## config.mk

```make
export PLATFORM = sky130hd
export DESIGN_NAME = muldiv_sequencer
export DESIGN_NICKNAME = d
export VERILOG_FILES = /design/src/rtl/muldiv_sequencer.sv
export SDC_FILE = /design/constraint.sdc
export NUM_CORES = 1
export LEC_CHECK = 0
export CAP_MARGIN = 20
export CORE_AREA = 5 5 171 173
export DETAILED_ROUTE_END_ITERATION = 7
export DIE_AREA = 0 0 176 178
export GPL_TIMING_DRIVEN = 0
export PLACE_DENSITY = 0.8
export SETUP_SLACK_MARGIN = 0.4
export SKIP_LAST_GASP = 1
export SYNTH_ARGS = -nofsm -noshare
export SYNTH_HDL_FRONTEND = slang
export SYNTH_SLANG_ARGS = --single-unit
```

## constraint.sdc

```tcl
create_clock -name clk -period 3.1 [get_ports clk]
set_input_delay 0.465 -clock clk [delete_from_list [all_inputs] [get_ports clk]]
set_output_delay 0.465 -clock clk [all_outputs]
set_load 0.02 [all_outputs]
```

## src/rtl/muldiv_sequencer.sv

```systemverilog
// Iterative multiply/divide unit owning the HI/LO registers.
// Runs WIDTH shift-add (multiply) or restoring-subtract (divide) steps on
// absolute values, then applies sign correction and commits HI/LO.
//
// state  | meaning
// IDLE   | waiting for start; services MTHI/MTLO writes
// CALC   | one multiply/divide iteration per clock, WIDTH iterations
// FIX    | sign correction, HI/LO commit, done pulse next cycle
module muldiv_sequencer #(
  parameter int WIDTH = 32
) (
  input  logic             clk,
  input  logic             reset,
  input  logic             start,
  input  logic [1:0]       op,
  input  logic [WIDTH-1:0] rs_val,
  input  logic [WIDTH-1:0] rt_val,
  input  logic             mthi,
  input  logic             mtlo,
  input  logic [WIDTH-1:0] wdata,
  input  logic             rd_req,
  output logic             busy,
  output logic             done,
  output logic             stall,
  output logic [WIDTH-1:0] hi,
  output logic [WIDTH-1:0] lo
);

  localparam int CW = (WIDTH > 1) ? $clog2(WIDTH) : 1;
  localparam logic [CW-1:0] LAST_CNT = CW'(WIDTH - 1);

  typedef enum logic [1:0] {
    S_IDLE = 2'd0,
    S_CALC = 2'd1,
    S_FIX  = 2'd2
  } state_t;

  state_t r_state;
  state_t w_state_nxt;

  logic [CW-1:0]      r_cnt;
  logic [2*WIDTH-1:0] r_acc;      // multiply: {partial sum, multiplier}; divide: {remainder, dividend/quotient}
  logic [WIDTH-1:0]   r_opb;      // multiplicand or divisor magnitude
  logic               r_is_div;
  logic               r_neg_q;    // negate product/quotient at FIX
  logic               r_neg_r;    // negate remainder at FIX
  logic               r_div0;
  logic               r_done;
  logic [WIDTH-1:0]   r_hi;
  logic [WIDTH-1:0]   r_lo;

  logic               w_signed;
  logic [WIDTH-1:0]   w_rs_abs;
  logic [WIDTH-1:0]   w_rt_abs;
  logic [WIDTH:0]     w_mul_sum;
  logic [2*WIDTH-1:0] w_mul_next;
  logic [WIDTH:0]     w_div_sh;
  logic               w_div_ge;
  logic [WIDTH-1:0]   w_div_diff;
  logic [2*WIDTH-1:0] w_div_next;
  logic [2*WIDTH-1:0] w_prod_fix;
  logic [WIDTH-1:0]   w_quo_fix;
  logic [WIDTH-1:0]   w_rem_fix;
  logic [WIDTH-1:0]   w_fix_hi;
  logic [WIDTH-1:0]   w_fix_lo;

  // Operand magnitudes for the start edge; op[0] selects signed handling.
  always_comb begin
    w_signed = op[0];
    w_rs_abs = (w_signed && rs_val[WIDTH-1]) ? (~rs_val + 1'b1) : rs_val;
    w_rt_abs = (w_signed && rt_val[WIDTH-1]) ? (~rt_val + 1'b1) : rt_val;
  end

  // One iteration of shift-add multiply and restoring divide.
  always_comb begin
    w_mul_sum  = {1'b0, r_acc[2*WIDTH-1:WIDTH]} + (r_acc[0] ? {1'b0, r_opb} : '0);
    w_mul_next = {w_mul_sum, r_acc[WIDTH-1:1]};
    w_div_sh   = {r_acc[2*WIDTH-1:WIDTH], r_acc[WIDTH-1]};
    w_div_ge   = (w_div_sh >= {1'b0, r_opb});
    // Difference is always below the divisor, so the low WIDTH bits are exact.
    w_div_diff = w_div_sh[WIDTH-1:0] - r_opb;
    if (w_div_ge) begin
      w_div_next = {w_div_diff, r_acc[WIDTH-2:0], 1'b1};
    end else begin
      w_div_next = {w_div_sh[WIDTH-1:0], r_acc[WIDTH-2:0], 1'b0};
    end
  end

  // Sign correction and HI/LO selection for the FIX commit.
  // On divide-by-zero the restoring loop leaves |rs| in the remainder and all
  // ones in the quotient; re-applying the dividend sign restores rs exactly,
  // while the quotient is forced to all ones without sign fix.
  always_comb begin
    w_prod_fix = r_neg_q ? (~r_acc + 1'b1) : r_acc;
    w_quo_fix  = r_neg_q ? (~r_acc[WIDTH-1:0] + 1'b1) : r_acc[WIDTH-1:0];
    w_rem_fix  = r_neg_r ? (~r_acc[2*WIDTH-1:WIDTH] + 1'b1) : r_acc[2*WIDTH-1:WIDTH];
    if (r_is_div) begin
      w_fix_hi = w_rem_fix;
      w_fix_lo = r_div0 ? '1 : w_quo_fix;
    end else begin
      w_fix_hi = w_prod_fix[2*WIDTH-1:WIDTH];
      w_fix_lo = w_prod_fix[WIDTH-1:0];
    end
  end

  // State register.
  always_ff @(posedge clk) begin
    if (reset) begin
      r_state <= S_IDLE;
    end else begin
      r_state <= w_state_nxt;
    end
  end

  // Next-state logic and status outputs.
  always_comb begin
    w_state_nxt = r_state;
    busy        = 1'b0;
    case (r_state)
      S_IDLE: begin
        if (start) begin
          w_state_nxt = S_CALC;
        end
      end
      S_CALC: begin
        busy = 1'b1;
        if (r_cnt == LAST_CNT) begin
          w_state_nxt = S_FIX;
        end
      end
      S_FIX: begin
        busy        = 1'b1;
        w_state_nxt = S_IDLE;
      end
      default: begin
        w_state_nxt = S_IDLE;
      end
    endcase
    stall = busy & (rd_req | start);
  end

  // Datapath: operand capture, iteration, commit, and MTHI/MTLO writes.
  always_ff @(posedge clk) begin
    if (reset) begin
      r_cnt    <= '0;
      r_acc    <= '0;
      r_opb    <= '0;
      r_is_div <= 1'b0;
      r_neg_q  <= 1'b0;
      r_neg_r  <= 1'b0;
      r_div0   <= 1'b0;
      r_done   <= 1'b0;
      r_hi     <= '0;
      r_lo     <= '0;
    end else begin
      r_done <= 1'b0;
      case (r_state)
        S_IDLE: begin
          if (start) begin
            r_is_div <= op[1];
            r_acc    <= {{WIDTH{1'b0}}, w_rs_abs};
            r_opb    <= w_rt_abs;
            r_neg_q  <= w_signed & (rs_val[WIDTH-1] ^ rt_val[WIDTH-1]);
            r_neg_r  <= w_signed & rs_val[WIDTH-1];
            r_div0   <= (rt_val == '0);
            r_cnt    <= '0;
          end else begin
            if (mthi) begin
              r_hi <= wdata;
            end
            if (mtlo) begin
              r_lo <= wdata;
            end
          end
        end
        S_CALC: begin
          r_acc <= r_is_div ? w_div_next : w_mul_next;
          r_cnt <= r_cnt + 1'b1;
        end
        S_FIX: begin
          r_hi   <= w_fix_hi;
          r_lo   <= w_fix_lo;
          r_done <= 1'b1;
        end
        default: begin
          r_cnt <= '0;
        end
      endcase
    end
  end

  assign done = r_done;
  assign hi   = r_hi;
  assign lo   = r_lo;

endmodule

```

After elaboration in Yosys (flattened, before gate mapping)
Cells that the tools add are included.
{ "totals": {"n_memories": 0, "mem_bits_rw": 0, "reg_bits": 172, "out_inout_bits": 67, "latchBits": 0, "romBits": 0, "elab_cells": 78} }
{ "classes": {"n_bitwise": 11, "order_cmp": 1, "n_div": 0, "shifts": 0, "n_reduce_logical": 13, "n_addsub": 8, "muxes": 26, "n_mul": 0, "n_eq_ne": 8} }
{ "ops": {"columns": ["operator", "count"], "rows": [
  ["32-bit two-way mux", 12],
  ["64-bit two-way mux", 4],
  ["32-bit by 1-bit adder with 32-bit output, second input constant", 4],
  ["32-bit inverter", 4],
  ["32-bit case mux with 2 select lines", 2],
  ["64-bit case mux with 2 select lines", 1],
  ["64-bit by 1-bit adder with 64-bit output, second input constant", 1],
  ["64-bit inverter", 1],
  ["32-bit by 32-bit adder with 33-bit output", 1],
  ["33-bit by 32-bit greater-or-equal comparator with 1-bit output", 1],
  ["32-bit zero test", 1],
  ["32-bit subtractor", 1],
  ["5-bit case mux with 3 select lines", 1],
  ["2-bit != test, second input constant", 5],
  ["2-bit AND reduction", 4],
  ["3-bit AND reduction", 2],
  ["5-bit by 1-bit adder with 5-bit output, second input constant", 1],
  ["5-bit == test, second input constant", 1],
  ["5-bit two-way mux", 1],
  ["2-bit two-way mux", 2],
  ["2-bit case mux with 2 select lines", 1],
  ["2-bit nonzero test", 2],
  ["1-bit AND", 3],
  ["2-bit by 1-bit == test with 1-bit output, second input constant", 1],
  ["8 further kinds", 10]
]} }

Logic depth before layout (Yosys ltp)
Gate-level depths: netlist (run 1).
{ "depth": {"ltp_word": 6, "depth_mapped": 14, "ltp_nobuf": 13} }

Worst setup path after synthesis (run 1)
No wires, ideal clock.
{ "synth_path": {"kind": "reg-to-reg", "from": "register r_acc[32]", "to": "register r_acc[38]", "setup_ps": 117, "arrival_ps": 3107, "slack_ps": -124, "synth_period_minus_slack_ps": 3224, "stages_incl_launch_ff": 12, "required_ps": 2983, "cell_sequence": "dfxtp_1 > ha_1 > nor2b_1 > o211ai_1 > a211oi_1 > nor4b_1 > o31ai_1 > a21oi_1 > buf_2 > mux2i_1 > mux2i_1 > a22o_1"} }
{ "synth_between": {"elab_chain_cells": 4, "word_cells_on_any_way": 6, "cone_classes": "add/sub (2); order compare (1); mux (3)"} }
{ "synth_rtl": {"columns": ["item", "line_no", "text"], "rows": [
  ["start, declared", "42", "logic [2*WIDTH-1:0] r_acc;"],
  ["start signal, assigned", "161", "r_acc <= {{WIDTH{1'b0}}, w_rs_abs};"],
  ["start signal, assigned", "177", "r_acc <= r_is_div ? w_div_next : w_mul_next;"],
  ["32-bit subtractor or 33-bit by 32-bit greater-or-equal comparator with 1-bit output (tied branches)", "81, 79", null],
  ["64-bit two-way mux", "82", "if (w_div_ge) begin"],
  ["64-bit two-way mux *", "177", null],
  ["64-bit case mux with 2 select lines *", "157", "case (r_state)"]
]} }
Mark *: on every way between the ends. The rest lies on a longest branch, timed or not.
A chain may end at the register's enable or synchronous reset.

Worst setup path after layout (run 1)
{ "layout_path": {"from": "register r_acc[50]", "to": "register r_hi[31], in the netlist hi[31]"} }
{ "layout_between": {"elab_chain_cells": 5, "word_cells_on_any_way": 8, "cone_classes": "add/sub (2); mux (4); bitwise (2)"} }
{ "layout_rtl": {"columns": ["item", "line_no", "text"], "rows": [
  ["64-bit inverter or 32-bit inverter (tied branches)", "94, 96", null],
  ["64-bit by 1-bit adder with 64-bit output or 32-bit by 1-bit adder with 32-bit output (tied branches)", "94, 96", null],
  ["64-bit two-way mux or 32-bit two-way mux (tied branches)", "94, 96", null],
  ["32-bit two-way mux *", "97", "if (r_is_div) begin"],
  ["32-bit case mux with 2 select lines *", "157", null],
  ["end signal, assigned", "169", "r_hi <= wdata;"],
  ["end signal, assigned", "181", "r_hi <= w_fix_hi;"],
  ["end, declared", "49", "logic [WIDTH-1:0] r_hi;"]
]} }
Marked as above.

==> results of run 1 <==
[Yosys cell counts (4+ instances only)]
| cell type | instances |
|---|---|
| ha_1 | 73 |
| nor4_1 | 20 |
| clkbuf_8 | 5 |
| o211ai_1 | 39 |
| xor2_1 | 65 |
| buf_2 | 5 |
| o22ai_1 | 4 |
| a21oi_1 | 207 |
| mux2i_1 | 47 |
| a211o_1 | 6 |
| o21ai_0 | 108 |
| o221ai_1 | 38 |
| a32o_1 | 9 |
| a31oi_1 | 20 |
| nand2_1 | 214 |
| o21a_1 | 9 |
| o21bai_1 | 4 |
| buf_1 | 10 |
| nand2b_1 | 17 |
| a22o_1 | 6 |
| a211oi_1 | 53 |
| nor3_1 | 52 |
| a41oi_1 | 5 |
| nand4_1 | 20 |
| dfxtp_1 | 172 |
| xnor2_1 | 98 |
| nand3_1 | 27 |
| a311oi_1 | 10 |
| or3_1 | 16 |
| and2_1 | 8 |
| a22oi_1 | 11 |
| a21o_1 | 41 |
| nor2_1 | 197 |
| inv_1 | 63 |
| nor2b_1 | 12 |
| o41ai_1 | 12 |
| o31ai_1 | 22 |
| and3_1 | 17 |
| or4_1 | 13 |
| clkbuf_1 | 114 |
[repair_timing]
action / in CTS / in global routing
gates cloned: 6 / 0
gates resized for setup: 292 / 141
buffers inserted: 90 / 15
endpoints found under the setup margin: 97 / 119
endpoints found under the hold margin: 0 / 0
pin swaps: 114 / 95
[path summary, 6_finish.rpt]
check	start	cells past startpoint	to	slack, ns
max	r_acc[50]$_SDFFE_PP0P_	8	hi[31]$_SDFFE_PP0P_	-0.04
min	rt_val[0]	3	r_opb[0]$_SDFFE_PP0P_	0.39
max reg2reg	r_acc[50]$_SDFFE_PP0P_	8	hi[31]$_SDFFE_PP0P_	-0.04
min reg2reg	lo[19]$_SDFFE_PP0P_	2	lo[19]$_SDFFE_PP0P_	0.45
[sequential cells by signal, summed over array words and instances (netlist names)]
register and cells:
lo 32, r_neg_r 1, r_cnt 5, r_neg_q 1
done 1, r_is_div 1, r_state 2, hi 32
r_div0 1, r_acc 64, r_opb 32
[power by group through the flow]
stage | Combinational, µW | Clock, µW | Sequential [µW]
2_1_floorplan | 1310 | 0 | 2540
3_3_place_gp | 2080 | 0 | 2530
3_5_place_dp | 2110 | 0 | 2530
4_1_cts | 2500 | 2310 | 2470
5_1_grt | 2930 | 2420 | 2510
6_report | 2780 | 2340 | 2490
[layer usage]
layer | global-route usage, % | vias up | share of wire, %
met5 | 0 | - | 0.022
met4 | 11.92 | 2 | 4.0
met3 | 6.825 | 205 | 12
met2 | 56.65 | 1152 | 44
met1 | 49.76 | 8024 | 40
li1 | - | 7622 | -
[cell families after synthesis]
| kind of cell | after synthesis | synth area share [%] |
|---|---|---|
| AND/OR/NAND/NOR | 633 | 20.54 |
| AO/OA/AOI/OAI | 632 | 28.93 |
| buffers and inverters | 201 | 5.844 |
| flip-flops | 172 | 24.40 |
| XOR/XNOR | 163 | 10.12 |
| adder cells (fa/ha/maj) | 75 | 6.757 |
| multiplexers | 48 | 3.414 |
[through the flow]
step                      instances  worst slack, ns  total power (µW)
after CTS                      2567         -0.01546              7292
after detailed placement       2439          -0.5456              4640
after global routing           2582          -0.1037              7852
after global placement         2439          -0.4798              4607
after floorplan                1924           0.1481              3857
final                          2582         -0.04279              7613
[critical path, cell delays in order (launching register included)]
cell,delay (ns)
dfxtp_4,0.42
or4_4,0.53
or4_4,0.47
or4_4,0.49
or3_1,0.41
a21oi_2,0.16
xnor2_1,0.17
mux2i_1,0.14
a211oi_1,0.25
[final cells by class]
| cell class | count | area [µm²] | area share [%] |
|---|---|---|---|
| sequential | 172 | 3515 | 17.78 |
| tap | 346 | 432.9 | 2.190 |
| timing repair buffer | 279 | 2620 | 13.25 |
| clock inverter | 15 | 217.7 | 1.101 |
| inverter | 63 | 251.5 | 1.272 |
| buffer | 138 | 805.8 | 4.076 |
| multi-input combinational | 1552 | 11500 | 58.18 |
| clock buffer | 17 | 425.4 | 2.152 |
==> results by group, run 1 <==
Outcome
  – Outcome: finished with violations
  – Violations in the final reports: setup timing

Hold path
  – Hold/Removal Path Class: in2reg

Timing
  – Min Tclk post-route: 3.143 ns
  – Least setup slack across all paths after layout: -0.04279 ns
  – Hold Violations, Final: 0
  – Worst slew margin relative to its limit: a little over 40%
  – Slew at the pin with the worst max-slew slack: between 0.8 and 0.9 ns
  – Post-route clock period utilization: 101.4%
  – Setup repair after global routing missed its margin: true
  – Highest Clock Rate: about 320 MHz
  – Total of endpoints with negative setup slack in the final report: 1
  – Number of pins exceeding their max-slew limit in the final report: 0
  – Layout Skew: ~0.027 ns
  – Worst hold slack: roughly 0.39 ns
  – Final-layout setup total negative slack: -0.04279 ns

Synthesis
  – Share of the synthesized area in the top cell type: 24.40%
  – Post-synth top area cell: dfxtp_1
  – Net count of the mapped netlist: 2103
  – Count of warnings emitted by yosys: 0
  – Per-instance average area after synthesis: ~7.3 µm²
  – Asr flop ratio synth: 0%
  – Count of flip-flops with a built-in enable after synthesis: 0
  – Most area-consuming cells after synthesis: dfxtp_1 24%, a21oi_1 7.3%, ha_1 6.5%, xnor2_1 6.1%, nand2_1 5.7%
  – Post-Synthesis Cells: just under 2000
  – Ys flop type: dfxtp_1
  – Share of synthesized area occupied by flip-flops and latches: approximately 24%
  – Summed instance area of the synthesized netlist: 14110 µm²
  – Distinct cells, synth: a little under 80
  – Number of storage elements in the synthesis netlist: ~170

Finish
  – Most frequent standard cell in the layout excluding fill and tap cells: nand2_1
  – Final core utilization: between 70% and 80%
  – Net count of the finished layout: ~2400
  – Commonest cells after routing, fill and taps aside: 208 x nand2_1, 181 x nor2_1, 173 x a21oi_1, 165 x clkdlybuf4s50_1, 141 x dfxtp_1
  – Filler instances: 2121
  – Final non-filler cell area: roughly 20000 µm²
  – Antenna Diode Count: 0
  – Area growth, synth to finish: 40.12%
  – Fraction of layout instances using a drive strength above 1: roughly a fifth

Power and ir drop
  – Comb pwr share: a little over a third
  – Static leakage: ~0.0076 µW
  – Total power density per cell area: just under 400 nW/µm²
  – Worst voltage drop across the vdd grid: about 0.0004 V
  – Total net switching power: around 3000 µW
  – Clock network fraction of design power: 30.7%
  – Internal power: 4625 µW
  – Switching share of total power: 39.25%
  – Part of the total power dissipated in sequential elements: between 30 and 40%

Drt
  – WL/cell: ~23 µm
  – Total via count in the routed design: between 15000 and 20000
  – First drt pass iteration count: 6
  – Antenna violation net count after detailed routing: 0
  – Post-route DRC violation count: 0
  – Initial DRC count: between 2000 and 2500
  – WL final: between 50 and 60 mm
  – Vias per cell: 6.586

Global routing
  – Global-route wire length before repair: 89.33 mm
  – Number of antenna violations at the first check in global routing: 1
  – Via count of the first global-routing pass: 15720
  – Residual overflow from global routing: 0
  – GRT Resource Usage Total: 35.95%
  – Largest net degree at the start of global routing: 23

Clock network
  – Worst skew pair latency: 0.46 ns
  – Clock Tree Buf Depth: 2
  – Hold bufs inserted after CTS: 0
  – Root Buffer Master: clkbuf_16
  – Level count of the clock H-tree: 4
  – Number of buffers inserted during clock tree synthesis: 17
  – Clock tree from TritonCTS: built
  – Clk pin slew, worst setup/hold paths: approximately 0.09 ns
  – Total clock sinks: around 170

Floorplan
  – Die X: roughly 180 µm
  – Die Span Y: about 180 µm
  – Initial Util: 51.35%
  – Std-Cell Rows: 61
  – Die ar.: 31330 µm²
  – CORE AREA: 27480 µm²
  – # IOs: about 170

Placed design
  – Placed inst area: about 16000 µm²
  – Dpl hpwl: around 43 mm
  – Weighted congestion reported at the end of routability-driven placement: roughly 0.99
  – Count of input and output buffers: ~170

Setup path
  – Worst Path Arrival: 3.50 ns
  – Setup CP Type: reg2reg
  – Crit start category: flip-flop
  – Crit end category: flip-flop
  – CP max FO: 8
  – Worst endpoint required time: about 3.5 ns

Run
  – Maximum Capacitance Violations: 0
(Power assumes the default switching activity.)
==> run 2, diff against run 1 <==
- CELL_PAD_IN_SITES_DETAIL_PLACEMENT: unset -> 2
- CELL_PAD_IN_SITES_GLOBAL_PLACEMENT: unset -> 2
- CORE_AREA: 5 5 171 173 -> 5 5 223 225
- DIE_AREA: 0 0 176 178 -> 0 0 228 230
- TNS_END_PERCENT: unset -> 50
==> results by group, run 2 (same netlist as run 1, synthesis figures left out) <==
Finish
  – Net count of the finished layout: 2402
  – Final non-filler cell area: slightly below 20000 µm²
  – Number of flip-flops under the largest register name: 64
  – Most frequent standard cell in the layout excluding fill and tap cells: nand2_1
  – Final core utilization: 41.77%
  – Post-route non-filler standard cell count: about 2900
  – Commonest cells after routing, fill and taps aside: 205 x nand2_1, 184 x nor2_1, 171 x a21oi_1, 166 x clkdlybuf4s50_1, 142 x dfxtp_1
  – Fraction of layout instances using a drive strength above 1: between 10% and 20%
  – Register with the most flip-flops: r_acc
  – Area growth, synth to finish: 40.17%

Global routing
  – Number of antenna violations at the first check in global routing: 3
  – GRT Resource Usage Total: approximately 28%
  – Global-route wire length before repair: between 100 and 150 mm
  – Via count of the first global-routing pass: around 18000
  – Largest net degree at the start of global routing: 17
  – Residual overflow from global routing: 0

Floorplan
  – Die ar.: between 50000 and 60000 µm²
  – Die Span Y: approximately 230 µm
  – # IOs: 171
  – Initial Util: between 20% and 30%
  – CORE AREA: about 47000 µm²
  – Die X: roughly 230 µm
  – Std-Cell Rows: 80

Clock network
  – Clk pin slew, worst setup/hold paths: 0.08 ns
  – Clock tree from TritonCTS: built
  – Root Buffer Master: clkbuf_16
  – Hold bufs inserted after CTS: 0
  – Level count of the clock H-tree: 4
  – Clock Tree Buf Depth: 2
  – Total clock sinks: about 170
  – Number of buffers inserted during clock tree synthesis: 17
  – Worst skew pair latency: slightly above 0.5 ns

Timing
  – Highest Clock Rate: 299.5 MHz
  – Number of pins exceeding their max-slew limit in the final report: 0
  – Min Tclk post-route: 3.339 ns
  – Worst slew margin relative to its limit: roughly 28%
  – Setup repair after global routing missed its margin: true
  – Hold Violations, Final: 0
  – Least setup slack across all paths after layout: -0.2388 ns
  – Total of endpoints with negative setup slack in the final report: 33
  – Layout Skew: 0.01722 ns
  – Post-route clock period utilization: 107.7%
  – Slew at the pin with the worst max-slew slack: about 1.1 ns

Power and ir drop
  – Worst voltage drop across the vdd grid: around 0.00036 V
  – Total power: about 7800 µW
  – Static leakage: between 0.007 and 0.008 µW
  – Total power density per cell area: 392.1 nW/µm²

Placed design
  – Weighted congestion reported at the end of routability-driven placement: about 0.94
  – Dpl hpwl: about 57 mm
  – Count of input and output buffers: between 150 and 200
  – Number of instances in the placed design: 2708
  – Placed inst area: roughly 17000 µm²

Drt
  – First drt pass iteration count: 5
  – Antenna violation net count after detailed routing: 0
  – Post-route DRC violation count: 0
  – Vias per cell: about 6.1
  – Total via count in the routed design: ~17000
  – Initial DRC count: roughly 1500
  – WL/cell: about 29 µm
  – WL final: slightly above 80 mm

Setup path
  – Crit end category: flip-flop
  – Crit start category: flip-flop
  – Worst endpoint required time: 3.50 ns
  – CP max FO: 5
  – Setup CP Type: reg2reg
  – Worst Path Arrival: roughly 3.7 ns

Outcome
  – Outcome: finished with violations
  – Violations in the final reports: setup timing

Run
  – Maximum Capacitance Violations: 0

Hold path
  – Hold/Removal Path Class: in2reg
run 2: layout make-up:
cell class	count	area, µm²
fill	5310	27570
sequential	172	3511
inverter	63	254.0
multi-input combinational	1551	11280
tap	615	769.5
clock buffer	19	442.9
clock inverter	13	130.1
buffer	138	802.0
timing repair buffer	280	2581
antenna	1	2.502
run 2: timing repair:
action	CTS	global route
gates cloned	3	0
setup endpoints to repair	143	127
resized for setup	257	162
pin swaps	76	71
buffers inserted	77	31
run 2: report_power, final:
| part | switching [µW] | leakage [µW] | total, µW | internal (µW) |
|---|---|---|---|---|
| logic | 1820 | 0.00582 | 2960 | 1130 |
| registers | 163 | 0.00142 | 2510 | 2350 |
| clock network | 1140 | 0.000279 | 2290 | 1150 |
| total | 3130 | 0.00752 | 7760 | 4620 |
run 2: layer usage:
metal,share of wire (%),track usage (%),up-vias
met2,49,49.39,713
met1,42,36.95,8938
met3,5.7,3.886,233
met4,3.8,7.468,2
met5,0.016,0,-
li1,-,-,7597
run 2: worst paths after layout:
| path | slack (ns) | end | cells after the start | from |
|---|---|---|---|---|
| max reg2reg | -0.24 | r_acc[34]$_SDFFE_PP0P_ | 16 | r_opb[2]$_SDFFE_PP0P_ |
| min | 0.39 | r_opb[0]$_SDFFE_PP0P_ | 3 | rt_val[0] |
| min reg2reg | 0.46 | hi[20]$_SDFFE_PP0P_ | 1 | hi[20]$_SDFFE_PP0P_ |
| max | -0.24 | r_acc[34]$_SDFFE_PP0P_ | 16 | r_opb[2]$_SDFFE_PP0P_ |
run 2: through the flow:
| step | hold slack [ns] | setup slack [ns] | TNS [ns] |
|---|---|---|---|
| 2_1_floorplan | 0.4319 | 0.1481 | 0 |
| 3_3_place_gp | 0.4398 | -0.9041 | -38.47 |
| 3_5_place_dp | 0.4439 | -1.060 | -49.59 |
| 4_1_cts | 0.3701 | -0.1424 | -0.6419 |
| 5_1_grt | 0.4324 | -0.3239 | -5.475 |
| 6_report | 0.3934 | -0.2388 | -3.249 |
run 2: critical path, stage by stage, from the launching register on:
cell and delay, ns:
dfxtp_1 0.33, inv_1 0.09, ha_2 0.46, o211ai_1 0.16, buf_4 0.20, a211oi_4 0.29, nor4b_4 0.08, buf_4 0.16
o31ai_4 0.25, a21oi_4 0.14, buf_4 0.17, buf_6 0.12, buf_4 0.14, clkbuf_8 0.17, nor2_1 0.18, a21oi_1 0.07
o21ai_0 0.22
==> run 3, diff against run 2 <==
- ABC_CLOCK_PERIOD_IN_PS: unset -> 3100
==> results of run 3 <==
The final DEF is identical to that of run 2; final timing and power are the same.
